<file path="src/rtl/studio2_keypad.sv">
// studio2_keypad
// Keypad front end for the Studio II core. PS/2 make/break events are
// decoded into two 10-key hex keypads. Each key is held down for at least
// HOLD_CYCLES clocks after its make so short taps survive the CPU polling loop.
// The key-select nibble written by OUT 2 picks the key whose state is shown
// on the active-low EF3 (keypad 1) and EF4 (keypad 2) flags.
//
// Ports
//   clk       system clock (same as the CPU)
//   resetq    asynchronous active-low reset
//   ps2_key   [10] event toggle, [9] make, [8] extended, [7:0] scancode
//   io_n      CPU N lines
//   io_out    CPU output strobe, one cycle per OUT
//   io_dout   CPU output data
//   ef3_n     keypad 1 selected key down, active low (registered)
//   ef4_n     keypad 2 selected key down, active low (registered)
//   key_sel   latched key select
//   kp1_down  held state of keypad 1, bit k = key k
//   kp2_down  held state of keypad 2, bit k = key k
module studio2_keypad #(
    parameter int HOLD_CYCLES = 100000
) (
    input  logic        clk,
    input  logic        resetq,
    input  logic [10:0] ps2_key,
    input  logic [2:0]  io_n,
    input  logic        io_out,
    input  logic [7:0]  io_dout,
    output logic        ef3_n,
    output logic        ef4_n,
    output logic [3:0]  key_sel,
    output logic [9:0]  kp1_down,
    output logic [9:0]  kp2_down
);

    localparam int             CW        = 20;
    localparam int             NKEYS     = 20;
    localparam logic [CW-1:0]  HOLD_LOAD = CW'(HOLD_CYCLES - 1);
    localparam logic [CW-1:0]  CNT_ONE   = CW'(1);

    logic             r_tog;
    logic             r_armed;
    logic [3:0]       r_key_sel;
    logic             r_ef3_n;
    logic             r_ef4_n;
    logic             w_event;
    logic [NKEYS-1:0] w_hit;
    logic [NKEYS-1:0] w_down;
    logic [15:0]      w_kp1_pad;
    logic [15:0]      w_kp2_pad;
    logic [3:0]       w_unused_dout;

    assign w_unused_dout = io_dout[7:4];

    // The first edge after reset only captures the toggle level, so whatever
    // toggle state the PS/2 side was left in cannot look like a new event.
    always_ff @(posedge clk or negedge resetq) begin
        if (!resetq) begin
            r_tog   <= 1'b0;
            r_armed <= 1'b0;
        end else begin
            r_tog   <= ps2_key[10];
            r_armed <= 1'b1;
        end
    end

    assign w_event = r_armed & (ps2_key[10] != r_tog);

    // One-hot key decode: bits 0..9 keypad 1, bits 10..19 keypad 2.
    // Keypad 2 sits on the numpad, whose extended codes alias the cursor
    // cluster, so extended events are rejected there.
    always_comb begin
        w_hit = '0;
        case (ps2_key[7:0])
            8'h45: w_hit[0]  = 1'b1;
            8'h16: w_hit[1]  = 1'b1;
            8'h1E: w_hit[2]  = 1'b1;
            8'h26: w_hit[3]  = 1'b1;
            8'h25: w_hit[4]  = 1'b1;
            8'h2E: w_hit[5]  = 1'b1;
            8'h36: w_hit[6]  = 1'b1;
            8'h3D: w_hit[7]  = 1'b1;
            8'h3E: w_hit[8]  = 1'b1;
            8'h46: w_hit[9]  = 1'b1;
            8'h70: w_hit[10] = ~ps2_key[8];
            8'h69: w_hit[11] = ~ps2_key[8];
            8'h72: w_hit[12] = ~ps2_key[8];
            8'h7A: w_hit[13] = ~ps2_key[8];
            8'h6B: w_hit[14] = ~ps2_key[8];
            8'h73: w_hit[15] = ~ps2_key[8];
            8'h74: w_hit[16] = ~ps2_key[8];
            8'h6C: w_hit[17] = ~ps2_key[8];
            8'h75: w_hit[18] = ~ps2_key[8];
            8'h7D: w_hit[19] = ~ps2_key[8];
            default: w_hit = '0;
        endcase
    end

    genvar gi;
    generate
        for (gi = 0; gi < NKEYS; gi++) begin : g_key
            logic [CW-1:0] r_cnt;
            logic          r_pend;
            logic          r_down;
            logic          w_make;
            logic          w_brk;
            logic          w_cnt_zero;

            assign w_make     = w_event & ps2_key[9] & w_hit[gi];
            assign w_brk      = w_event & ~ps2_key[9] & w_hit[gi];
            assign w_cnt_zero = (r_cnt == '0);

            // A release is only honoured once the hold counter has run out.
            // A break that arrives earlier is parked in r_pend and fires at
            // the first edge that sees the counter already at zero, which
            // gives a tap exactly HOLD_CYCLES cycles of visibility.
            always_ff @(posedge clk or negedge resetq) begin
                if (!resetq) begin
                    r_cnt  <= '0;
                    r_pend <= 1'b0;
                    r_down <= 1'b0;
                end else if (w_make) begin
                    r_down <= 1'b1;
                    r_pend <= 1'b0;
                    r_cnt  <= HOLD_LOAD;
                end else begin
                    if (!w_cnt_zero) begin
                        r_cnt <= r_cnt - CNT_ONE;
                    end
                    if (r_down && w_cnt_zero && (w_brk || r_pend)) begin
                        r_down <= 1'b0;
                        r_pend <= 1'b0;
                    end else if (r_down && w_brk) begin
                        r_pend <= 1'b1;
                    end
                end
            end

            assign w_down[gi] = r_down;
        end
    endgenerate

    // Padding to 16 bits lets the select nibble index directly; codes 10..15
    // land on the zero padding and read as "not down".
    assign w_kp1_pad = {6'b0, w_down[9:0]};
    assign w_kp2_pad = {6'b0, w_down[19:10]};

    always_ff @(posedge clk or negedge resetq) begin
        if (!resetq) begin
            r_key_sel <= 4'd0;
            r_ef3_n   <= 1'b1;
            r_ef4_n   <= 1'b1;
        end else begin
            if (io_out && (io_n == 3'd2)) begin
                r_key_sel <= io_dout[3:0];
            end
            r_ef3_n <= ~((r_key_sel <= 4'd9) & w_kp1_pad[r_key_sel]);
            r_ef4_n <= ~((r_key_sel <= 4'd9) & w_kp2_pad[r_key_sel]);
        end
    end

    assign ef3_n    = r_ef3_n;
    assign ef4_n    = r_ef4_n;
    assign key_sel  = r_key_sel;
    assign kp1_down = w_down[9:0];
    assign kp2_down = w_down[19:10];

endmodule

</file>
<file path="config.mk">
export PLATFORM = sky130hd
export DESIGN_NAME = studio2_keypad
export DESIGN_NICKNAME = d
export VERILOG_FILES = /design/src/rtl/studio2_keypad.sv
export SDC_FILE = /design/constraint.sdc
export NUM_CORES = 1
export LEC_CHECK = 0
export CAP_MARGIN = 0
export CORE_MARGIN = 8
export CORE_UTILIZATION = 30
export DETAILED_ROUTE_END_ITERATION = 10
export PLACE_DENSITY_LB_ADDON = 0.08
export SETUP_SLACK_MARGIN = 0.05
export SLEW_MARGIN = 5
export SYNTH_ARGS = -nofsm -noshare
export SYNTH_HDL_FRONTEND = slang
export SYNTH_SLANG_ARGS = --single-unit
</file>
<file path="constraint.sdc">
create_clock -name clk -period 2.4 [get_ports clk]
set_input_delay 0.48 -clock clk [delete_from_list [all_inputs] [get_ports clk]]
set_output_delay 0.48 -clock clk [all_outputs]
set_load 0.02 [all_outputs]
</file>
Yosys cells after proc, flatten, opt, wreduce, memory -nomap -nowiden
Cells that the tools add are included.
{"block": "op_classes", "n_addsub": 20, "n_lt_le_gt_ge": 2, "eq_ne": 42, "mux": 164, "n_bitwise": 49, "n_reduce_logical": 141}
{"cell": "$mux 20", "count": 40}
{"cell": "$logic_not 20->1", "count": 20}
{"cell": "$sub 20x1->20 const B", "count": 20}
{"cell": "$mux 1", "count": 122}
{"cell": "$eq 8x7->1 const B", "count": 12}
{"cell": "$logic_and 1x1->1", "count": 61}
{"cell": "$reduce_bool 3->1", "count": 20}
{"cell": "$eq 8x6->1 const B", "count": 6}
{"cell": "$and 1x1->1", "count": 45}
{"cell": "$ne 2x2->1 const B", "count": 20}
{"cell": "$reduce_bool 2->1", "count": 20}
{"cell": "$logic_or 1x1->1", "count": 20}
{"cell": "$eq 8x5->1 const B", "count": 2}
{"cell": "$bmux 1 s4", "count": 2}
{"cell": "$lt 4x5->1 const B", "count": 1}
{"cell": "$le 4x4->1 const B", "count": 1}
{"cell": "$not 1->1", "count": 4}
{"cell": "$eq 3x2->1 const B", "count": 1}
{"cell": "$ne 1x1->1", "count": 1}
{"block": "totals", "register_bits": 448, "input_bits": 25, "output_inout_bits": 26, "word_cells": 483}

Logic depth before layout (Yosys ltp)
{"block": "logic_depth", "depth_word": 8, "depth_mapped": 9, "mapped_depth_nobuf": 7}

Worst setup path before layout
No wires, ideal clock.
{"block": "synth_path", "path_type": "reg2reg", "startpoint": "register g_key[9].r_cnt[0]", "endpoint": "register g_key[9].r_cnt[15]", "setup_ns": 0.131, "arrival_time_ns": 2.177, "path_slack_ns": 0.091, "stages_incl_launch_ff": 9, "cell_sequence": "dfrtp_1 inv_1 ha_1 or3b_2 or4_1 clkbuf_1 o21ai_2 nor4_1 or3_1"}
{"block": "synth_between", "elab_chain_len": 3}
{"element": "from (decl)", "line_no": "102", "source": "logic [CW-1:0] r_cnt;"}
{"element": "from (signal assigned)", "line_no": "128", "source": "r_cnt <= r_cnt - CNT_ONE;"}
{"element": "$sub 20x1->20", "line_no": "128"}
{"element": "$mux 20", "line_no": "127", "source": "if (!w_cnt_zero) begin"}
{"element": "$mux 20", "line_no": "122", "source": "end else if (w_make) begin"}
Several ways; a longest one is shown, not always the timed one. The select of a mux whose other input is x is not followed.
A chain may end at the register's enable or synchronous reset.

Worst setup path in the final report
{"block": "layout_path", "startpoint": "register g_key[10].r_down", "endpoint": "output kp2_down[0]"}
{"element": "from (decl)", "line_no": "104", "source": "logic r_down;"}
{"element": "from (signal assigned)", "line_no": "121", "source": "r_down <= 1'b0;"}
{"element": "from (signal assigned)", "line_no": "123", "source": "r_down <= 1'b1;"}
{"element": "from (signal assigned)", "line_no": "131", "source": "r_down <= 1'b0;"}
{"element": "to (decl)", "line_no": "33", "source": "output logic [9:0] kp2_down"}
No word-level cell between the ends.

==> reports/metrics.cfg <==
[global_route]
grt_max_degree=91
grt_pass1_wl_um=102000
antenna_found_initial=5
overflow=0
first_global_vias=19100
grt_util_all_layers_pct=13.6

[drt]
wl_per_cell_um=15.9
via_count=19300
drt_iter0_drc=922
drc=0
viasPerCell=4.97
ant_nets=0
drt_first_pass_iters=4
routed_wirelength_um=61400

[power]
p_leak_uw=0.0104
peakVddDrop_mv=0.537
p_per_area_mw_per_mm2=791

[sta]
hold_viol_final=0
finalSetupTns_ps=0
tightest_slew_ps=526
setup-violations-final=0
slew_violations=0
period_minus_slack_ps=2290
finClkSkew_ps=13.5
max_slew_margin_pct=64.0
rsz0062_at_grt=yes
fin_crit_sh_pct=95.6
hold_ws_ps=341
fmax_mhz=436

[clock_network]
cts_tree=yes
clkLatencyLatePin_ps=610
path_clk_slew_ps=50
htreeDepth=2
cts_buffers=56
clkSinkCount=448
cts-root-buf=clkbuf_16
clk_path_buf_depth=3

[worst_setup_path]
cp.arrival_ps=1810
worst_path_max_delay_cell=clkdlybuf4s50_1
r2r_cells=5
start_kind=register
r2r_setup_slack_ps=130
crit_path_start=g_key[10].r_down
cp-endpoint=kp2_down[0]
r2r_start=g_key[17].r_cnt[4]
rr_endpoint=g_key[17].r_cnt[12]
worstPathMaxFanout=5
critPathKind=register to output pin
cpPeakStageDelay_ps=800
cp_top_family=buffers and inverters
path_depth=1
worstSetupEndpointType=output pin
cp_data_required_time_ps=1920
crit_chain=clkdlybuf4s50_1
cp_num_buf_inv=1

[layout]
num-nets-final=2838
fin_util_pct=37.5
syn2layout_area_growth_pct=24.0
drive_gt1_share_pct=15.8
fin_cells=3874
fillers=7902

[floorplan]
initial_core_util_pct=30.2
chipHeight_um=298
core_area_mm2=0.0789
die_area_mm2=0.0888
die_w_um=298
ios=51
row_count=103

[logic_synthesis]
ys_seq_area_share_pct=47.0
synth_warnings=0
synth_top_area_share_pct=46.8
ys.flop_type=dfrtp_1
avgSynthCellArea_um2=9.38
ys_ff_latch=448
synth_area_leader_cell=dfrtp_1
async_reset_ff_share_pct=100
synth_nets=2608
synth_edf_count=0
synth.area.top_cells=dfrtp_1 47%, xor2_1 5.1%, nor2_1 4.9%
synth_area_mm2=0.0239
synth_cell_type_count=81
synth_cells=2543

[min_path]
hold_class=input pin to async pin

[placed_design]
placed_cells=3754
dpl.hpwl_um=43700
numPortBuffers=46
gp_congestion=0.772

[flow_run]
cap_violations=0

[status]
status=completed

## state kept, by name, summed over array words and instances, names as in the netlist
register	count
key_sel	4
r_tog	1
g_key.r_cnt	400
g_key.r_pend	20
ef4_n	1
r_armed	1
g_key.r_down	20
ef3_n	1
## worst min-delay path by stage
| stage | from | end | slack [ps] | depth (start not counted) |
|---|---|---|---|---|
| floorplan | resetq | g_key[0].r_cnt[0] | 180 | 0 |
| global placement | resetq | g_key[9].r_cnt[18] | 380 | 1 |
| global route | resetq | g_key[9].r_cnt[15] | 340 | 2 |
| detailed placement | resetq | g_key[9].r_cnt[15] | 380 | 1 |
| CTS | resetq | g_key[9].r_cnt[15] | 310 | 2 |
| finish | resetq | g_key[9].r_cnt[16] | 340 | 2 |
## area by class of cell
cell class                      count  area (um2)  area share, %
Tap cell                         1050        1310           4.44
Sequential cell                   448       11200           38.0
Clock inverter                     26         443           1.50
Clock buffer                       80        1670           5.66
Timing Repair Buffer              281        2580           8.73
Antenna cell                        3        7.51         0.0254
Inverter                           61         229          0.774
Multi-Input combinational cell   1925       12100           40.9
## placed cells by master, fill, tap and decap left out, types with 15 or more instances in the layout
master / count
a21oi_1: 66
clkbuf_8: 16
and3_1: 23
or3_1: 61
a211oi_1: 27
buf_4: 203
o21ai_0: 105
xor2_1: 138
or2_2: 25
nand2_1: 223
a31oi_1: 31
nor2b_1: 19
clkdlybuf4s50_1: 40
nor2_1: 307
inv_1: 59
dfrtp_1: 437
nor3b_1: 19
nor4_1: 90
clkbuf_16: 57
xnor2_1: 131
or4_1: 47
buf_12: 27
nand4_1: 50
o31ai_1: 39
nand4b_1: 15
nor3_1: 122
nand3_1: 98
ha_1: 39
o211ai_1: 32
## layer usage
layer  share of wire, %  GRT usage, %  up-vias
li1                   -             -     9602
met1                 51          19.6     9346
met2                 43          20.9      230
met3                3.6          2.36       85
met4                2.0          3.48        4
met5              0.046             0        -
## power by group
group	switching, uW	total, uW	leakage, uW	internal (uW)
registers	1310	10100	0.00462	8750
logic	1950	3780	0.00469	1830
clock network	3440	9560	0.00104	6110
## logic make-up (layout without fill, tap and decap cells)
logic type | Yosys count | count (layout) | synth area share [%]
buffers and inverters | 170 | 448 | 3.04
and+or+nand+nor | 1225 | 1225 | 26.9
adders and majority gates | 40 | 40 | 2.10
muxes | 28 | 28 | 1.44
other | 1 | 4 | 0.0157
AOI/OAI and AO/OA | 362 | 362 | 9.62
xor gates and xnor gates | 269 | 269 | 9.88
DFF | 448 | 448 | 47.0
## per-stage QoR
stage	worst slack (ps)	instance area, um2	power [uW]
after floorplan	91.2	23900	12500
after detailed placement	-168	27200	13900
after global routing	25.6	29600	24900
after CTS	46.7	29400	23800
after global placement	-189	27200	13800
final	106	29600	23400
## Yosys cell counts (all sizes together), types with 19 or more instances
master	n
nor3b	20
nor4	96
nor2	310
a21oi	66
nand4	50
xnor2	131
nor4b	19
or4	57
a31oi	31
o211ai	32
nand2	223
a211oi	27
nand3	99
clkbuf	82
o31ai	40
and3	23
xor2	138
inv	61
or3	65
o21ai	112
dfrtp	446
nor3	125
ha	40
nor2b	19
or2	27
buf	27
## timing repair
item | in CTS | in global routing
gates resized for setup | 18 | 34
setup buffers | 2 | 7
hold buffers | 1 | 0
gates cloned | 0 | 1
endpoints found under the setup margin | 26 | 52
hold endpoints to repair | 24 | 0
pin swaps | 1 | 9
Power figures use the tool's default switching activity.
